File: config.mk
export PLATFORM = sky130hd
export DESIGN_NAME = ibr128_stream_sched
export DESIGN_NICKNAME = d
export VERILOG_FILES = /design/src/rtl/ibr128_stream_sched.sv
export SDC_FILE = /design/constraint.sdc
export NUM_CORES = 1
export LEC_CHECK = 0
export ABC_AREA = 1
export BUFFER_PORTS_ARGS = -buffer_cell sky130_fd_sc_hd__buf_2
export CAP_MARGIN = 20
export CORE_AREA = 8 8 403 405
export CTS_BUF_LIST = sky130_fd_sc_hd__clkbuf_4
export CTS_CLUSTER_SIZE = 14
export DETAILED_ROUTE_END_ITERATION = 16
export DIE_AREA = 0 0 411 413
export PLACE_DENSITY_LB_ADDON = 0.1
export SLEW_MARGIN = 10
export SYNTH_ARGS = -nofsm -noshare
export SYNTH_HDL_FRONTEND = slang
export SYNTH_SLANG_ARGS = --single-unit
export TNS_END_PERCENT = 50
File: constraint.sdc
create_clock -name Clk -period 4 [get_ports Clk]
set_input_delay 1.2 -clock Clk [delete_from_list [all_inputs] [get_ports Clk]]
set_output_delay 1.2 -clock Clk [all_outputs]
set_load 0.005 [all_outputs]
File: src/rtl/ibr128_stream_sched.sv
// Block-stream sequencer in front of IBR128_core: accepts one 128-bit block at a time, starts the core,
// waits for cipherReady under a watchdog, and hands the result to a valid/ready sink.
module ibr128_stream_sched #(
  parameter int TIMEOUT = 256,
  parameter int CNT_W   = 16
) (
  input  logic             Clk,
  input  logic             RstN,
  input  logic             abort,
  input  logic             cfg_encrypt,
  input  logic [1:0]       cfg_som,
  input  logic [127:0]     cfg_iv,
  input  logic [63:0]      cfg_key0,
  input  logic [63:0]      cfg_key1,
  input  logic             in_valid,
  output logic             in_ready,
  input  logic [127:0]     in_data,
  input  logic             in_last,
  output logic             out_valid,
  input  logic             out_ready,
  output logic [127:0]     out_data,
  output logic             out_last,
  output logic             core_enable,
  output logic             core_sa,
  output logic             core_encrypt,
  output logic [1:0]       core_som,
  output logic [127:0]     core_plaintext,
  output logic [127:0]     core_iv,
  output logic             core_fb,
  output logic [63:0]      core_key0,
  output logic [63:0]      core_key1,
  input  logic [127:0]     core_ciphertext,
  input  logic             core_cipherready,
  output logic             busy,
  output logic             timeout_err,
  output logic [CNT_W-1:0] blk_count
);

  // state | meaning
  // IDLE  | waiting for an input block (in_ready=1)
  // LOAD  | one-cycle SA pulse to the core
  // WAIT  | core running, watchdog counting
  // OUT   | result held until sink handshake
  // ERR   | core hung; only abort leaves
  typedef enum logic [2:0] {IDLE, LOAD, WAIT, OUT, ERR} state_t;

  localparam int WD_W = $clog2(TIMEOUT);

  state_t           state_q;
  logic             first_q;
  logic             fb_q;
  logic             last_q;
  logic [127:0]     data_q;
  logic [WD_W-1:0]  wdog_q;
  logic             enc_q;
  logic [1:0]       som_q;
  logic [127:0]     iv_q;
  logic [63:0]      key0_q;
  logic [63:0]      key1_q;
  logic             in_ready_q;
  logic             out_valid_q;
  logic [127:0]     out_data_q;
  logic             out_last_q;
  logic             core_enable_q;
  logic             core_sa_q;
  logic             busy_q;
  logic             timeout_err_q;
  logic [CNT_W-1:0] blk_count_q;

  always_ff @(posedge Clk or negedge RstN) begin
    if (!RstN) begin
      state_q       <= IDLE;
      first_q       <= 1'b1;
      fb_q          <= 1'b0;
      last_q        <= 1'b0;
      data_q        <= '0;
      wdog_q        <= '0;
      enc_q         <= 1'b0;
      som_q         <= '0;
      iv_q          <= '0;
      key0_q        <= '0;
      key1_q        <= '0;
      in_ready_q    <= 1'b1;
      out_valid_q   <= 1'b0;
      out_data_q    <= '0;
      out_last_q    <= 1'b0;
      core_enable_q <= 1'b0;
      core_sa_q     <= 1'b0;
      busy_q        <= 1'b0;
      timeout_err_q <= 1'b0;
      blk_count_q   <= '0;
    end else if (abort) begin
      // blk_count deliberately survives an abort so software can see how far the message got
      state_q       <= IDLE;
      first_q       <= 1'b1;
      wdog_q        <= '0;
      in_ready_q    <= 1'b1;
      out_valid_q   <= 1'b0;
      core_enable_q <= 1'b0;
      core_sa_q     <= 1'b0;
      busy_q        <= 1'b0;
      timeout_err_q <= 1'b0;
    end else begin
      case (state_q)
        IDLE: begin
          if (in_valid) begin
            data_q        <= in_data;
            last_q        <= in_last;
            fb_q          <= ~first_q;
            if (first_q) begin
              enc_q       <= cfg_encrypt;
              som_q       <= cfg_som;
              iv_q        <= cfg_iv;
              key0_q      <= cfg_key0;
              key1_q      <= cfg_key1;
              blk_count_q <= '0;
            end
            in_ready_q    <= 1'b0;
            busy_q        <= 1'b1;
            core_sa_q     <= 1'b1;
            core_enable_q <= 1'b1;
            state_q       <= LOAD;
          end
        end
        LOAD: begin
          // cipherReady seen here belongs to a previous operation and is ignored
          core_sa_q <= 1'b0;
          first_q   <= 1'b0;
          wdog_q    <= '0;
          state_q   <= WAIT;
        end
        WAIT: begin
          if (core_cipherready) begin
            out_data_q    <= core_ciphertext;
            out_last_q    <= last_q;
            out_valid_q   <= 1'b1;
            core_enable_q <= 1'b0;
            state_q       <= OUT;
          end else if (wdog_q == WD_W'(TIMEOUT - 1)) begin
            timeout_err_q <= 1'b1;
            core_enable_q <= 1'b0;
            state_q       <= ERR;
          end else begin
            wdog_q <= wdog_q + 1'b1;
          end
        end
        OUT: begin
          if (out_ready) begin
            out_valid_q <= 1'b0;
            if (blk_count_q != '1) blk_count_q <= blk_count_q + 1'b1;
            if (out_last_q) first_q <= 1'b1;
            in_ready_q  <= 1'b1;
            busy_q      <= 1'b0;
            state_q     <= IDLE;
          end
        end
        ERR: begin
          state_q <= ERR;
        end
        default: state_q <= IDLE;
      endcase
    end
  end

  assign in_ready       = in_ready_q;
  assign out_valid      = out_valid_q;
  assign out_data       = out_data_q;
  assign out_last       = out_last_q;
  assign core_enable    = core_enable_q;
  assign core_sa        = core_sa_q;
  assign core_encrypt   = enc_q;
  assign core_som       = som_q;
  assign core_plaintext = data_q;
  assign core_iv        = iv_q;
  assign core_fb        = fb_q;
  assign core_key0      = key0_q;
  assign core_key1      = key1_q;
  assign busy           = busy_q;
  assign timeout_err    = timeout_err_q;
  assign blk_count      = blk_count_q;

endmodule
==> metrics.csv <==
metric,value,unit
setup_ws,1.07,ns
grt_antenna_before_repair,51,
num_vias,20100,
fillers,17600,
min-delay-path-class,in -> reg,
row_count,145,
multiInputGateArea,7260,µm²
worst-path-buf-inv,1,
max_freq,0.341,GHz
cp.arrival,1.73,ns
finish.utilization,0.205,
final.period_utilization,0.733,
dieArea,170000,µm²
crit_fanout,5,
grt_pass1_wl,162,mm
syn_area_per_cell,9.84,µm²
synth_common_cells,"nand2_1 (1005), dfrtp_1 (550), o21ai_0 (276)",
drc_errors,0,
ant_nets,0,
cts_root_buf,clkbuf_4,
min_period,2.93,ns
netSwitchingFraction,0.388,
worstPathCellList,buf_2,
p_leak,17.1,nW
worstReg2RegEnd,core_key1[28]$_DFFE_PN0P_,
internal-power,14.4,mW
ir_worst_vdd,0.304,mV
status,"finished, final reports clean",
p_per_area,734,nW/µm²
ff_latch_area,13800,µm²
vias_per_cell,3.60,
fin_skew,0.0608,ns
yosysMostFrequentCell,nand2_1,
grt_util_all_layers,0.130,
drt_iter0_markers,873,
fp.coreArea,156000,µm²
clk_pin_slew,0.07,ns
start_kind,flop,
syn_to_final_growth,45.4,%
combPwrFrac,0.354,
layout-drive-gt1-share,0.424,
rsz0062_at_grt,false,
min_to,core_key1[51]$_DFFE_PN0P_,
pre_cts_ws,0.990,ns
start_util,0.141,
numClockSinks,552,
rr_worst_depth,9,
critical_path.endpoint_type,output pin,
yosysUniqueCellTypes,36,
cts_buffers,178,
min_path_cells,3,
synth_seq_cells,552,
hp-start,cfg_key1[51],
worst_pin_slew,0.763,ns
crit_slowest_cell,dfrtp_1,
fin_setup_tns,0,ns
r2r_start,state_q[0]$_DFFE_PN0P_,
synth_ff_type,dfrtp_1,
netlist.area_leader.share,0.626,
slew_headroom,0.492,
synthCells,2233,
crit_required,2.80,ns
maxCapViolCount,0,
cts_tree,built,
globalplace.congestion,0.784,
cts_resized,0,
p_clk_frac,0.244,
yosysWarnings,0,
path_delay_family,flip-flops,
grt_pass1_vias,21900,
dpl.hpwl,88.3,mm
pwr-share-seq,0.402,
synthArstFlopShare,1.00,
grt_max_degree,138,
routed_wl,115,mm
worstSetupStartpoint,blk_count[9]$_DFFE_PN0P_,
setup_viol_count_final,0,
fp.dieH,413,µm
fin_nets,3922,
crit_type,reg -> out,
placed_area,29700,µm²
finalHoldViolations,0,
wl_per_cell,20.6,µm
yosysTopAreaCell,dfrtp_1,
power.switching,9.09,mW
io_buffer_count,1060,
clockBufferDepth,3,
die_x,411,µm
r2r_slack,1.83,ns
yosysSeqAreaShare,0.629,
firstDrtPassIters,5,
slowest_delay,0.48,ns
grt_overflow,0,
pin_count,1061,
synth_edf_count,0,
finalInstanceArea,31900,µm²
synthesis.nets,2757,
slew_viol_final,0,
clk_latency,1.07,ns
cts_max_level,4,
synth_area,22000,µm²
synthTopCellsByArea,"dfrtp_1 (63%), nand2_1 (17%), o21ai_0 (6.3%)",
final cells by class:
class / instances / share of cell area
Inverter: 32 / 0.00400
Multi-Input combinational cell: 1518 / 0.227
Clock buffer: 259 / 0.0609
Timing Repair Buffer: 1116 / 0.187
Clock inverter: 26 / 0.00521
Sequential cell: 552 / 0.433
Tap cell: 2058 / 0.0806
Antenna cell: 29 / 0.00227
cell usage in the layout, fill, tap and decap left out, types with 3 or more instances in the layout:
cell,n
buf_2,1059
nand2_1,1005
dfrtp_1,550
o21ai_0,276
clkbuf_4,259
mux2_1,66
mux2_2,62
buf_4,36
nor2_1,33
diode_2,29
inv_1,24
buf_12,19
nand3_1,17
nand2_2,12
clkinv_1,10
inv_2,8
nand4_1,8
a21oi_1,6
xor2_1,6
inv_6,6
nor2_4,3
nor3_1,3
o21bai_1,3
nand3_4,3
clkinv_4,3
inv_8,3
routing by layer:
metal  share of wire  GRT usage  vias to the layer above
met4           0.027     0.0428                       20
met2            0.50      0.223                      817
met1            0.39      0.144                     9453
met5          0.0012          0                        -
li1                -          -                     9597
met3           0.089     0.0567                      217
logic make-up (layout without fill, tap and decap cells):
family	count (synthesis)	in the layout	share of synthesized area
multiplexers	128	128	0.0656
AO/OA/AOI/OAI	289	289	0.0668
XOR/XNOR	8	8	0.00319
other	0	29	0
buffers and inverters	163	1433	0.0415
adder cells (fa/ha/maj)	2	2	0.00114
flip-flops	552	552	0.629
AND/OR/NAND/NOR	1091	1091	0.193
registers in the layout, indices dropped and copies added (netlist names), 3 cells and up:
name and flops:
core_key0 64, core_key1 64, wdog_q 8, out_data 128
core_plaintext 128, core_iv 128, state_q 3, blk_count 16
power by group through the flow:
stage | sequential (mW) | clock, mW | combinational [mW]
finish | 9.43 | 5.71 | 8.30
global route | 9.78 | 6.41 | 9.32
CTS | 9.46 | 6.13 | 8.67
detailed placement | 9.50 | 0 | 8.67
global placement | 9.55 | 0 | 8.71
floorplan | 9.57 | 0 | 3.20
stage by stage:
stage / power [mW] / hold WS [ns] / cells
2_1_floorplan: 12.8 / 0.455 / 2233
3_3_place_gp: 18.3 / 0.459 / 5275
3_5_place_dp: 18.2 / 0.459 / 5275
4_1_cts: 24.3 / 0.0427 / 5561
5_1_grt: 25.5 / 0.0746 / 5577
6_report: 23.4 / 0.337 / 5590
worst max-delay path by stage:
stage                                            to  depth (start not counted)  slack [ns]
after floorplan            blk_count[5]$_DFFE_PN0P_                          8        1.77
after global placement    core_key0[25]$_DFFE_PN0P_                          8        1.03
after detailed placement  core_key1[14]$_DFFE_PN0P_                          8        0.99
after CTS                              blk_count[9]                          1        0.76
after global routing                  blk_count[11]                          1        0.77
final                                  blk_count[9]                          1        1.07
timing repair:
item | CTS | global route
buffers inserted | 0 | 0
hold buffers | 1 | 0
hold endpoints to repair | 9 | 0
setup endpoints to repair | 0 | 0
Note: power is estimated with default switching activity, not from simulation.
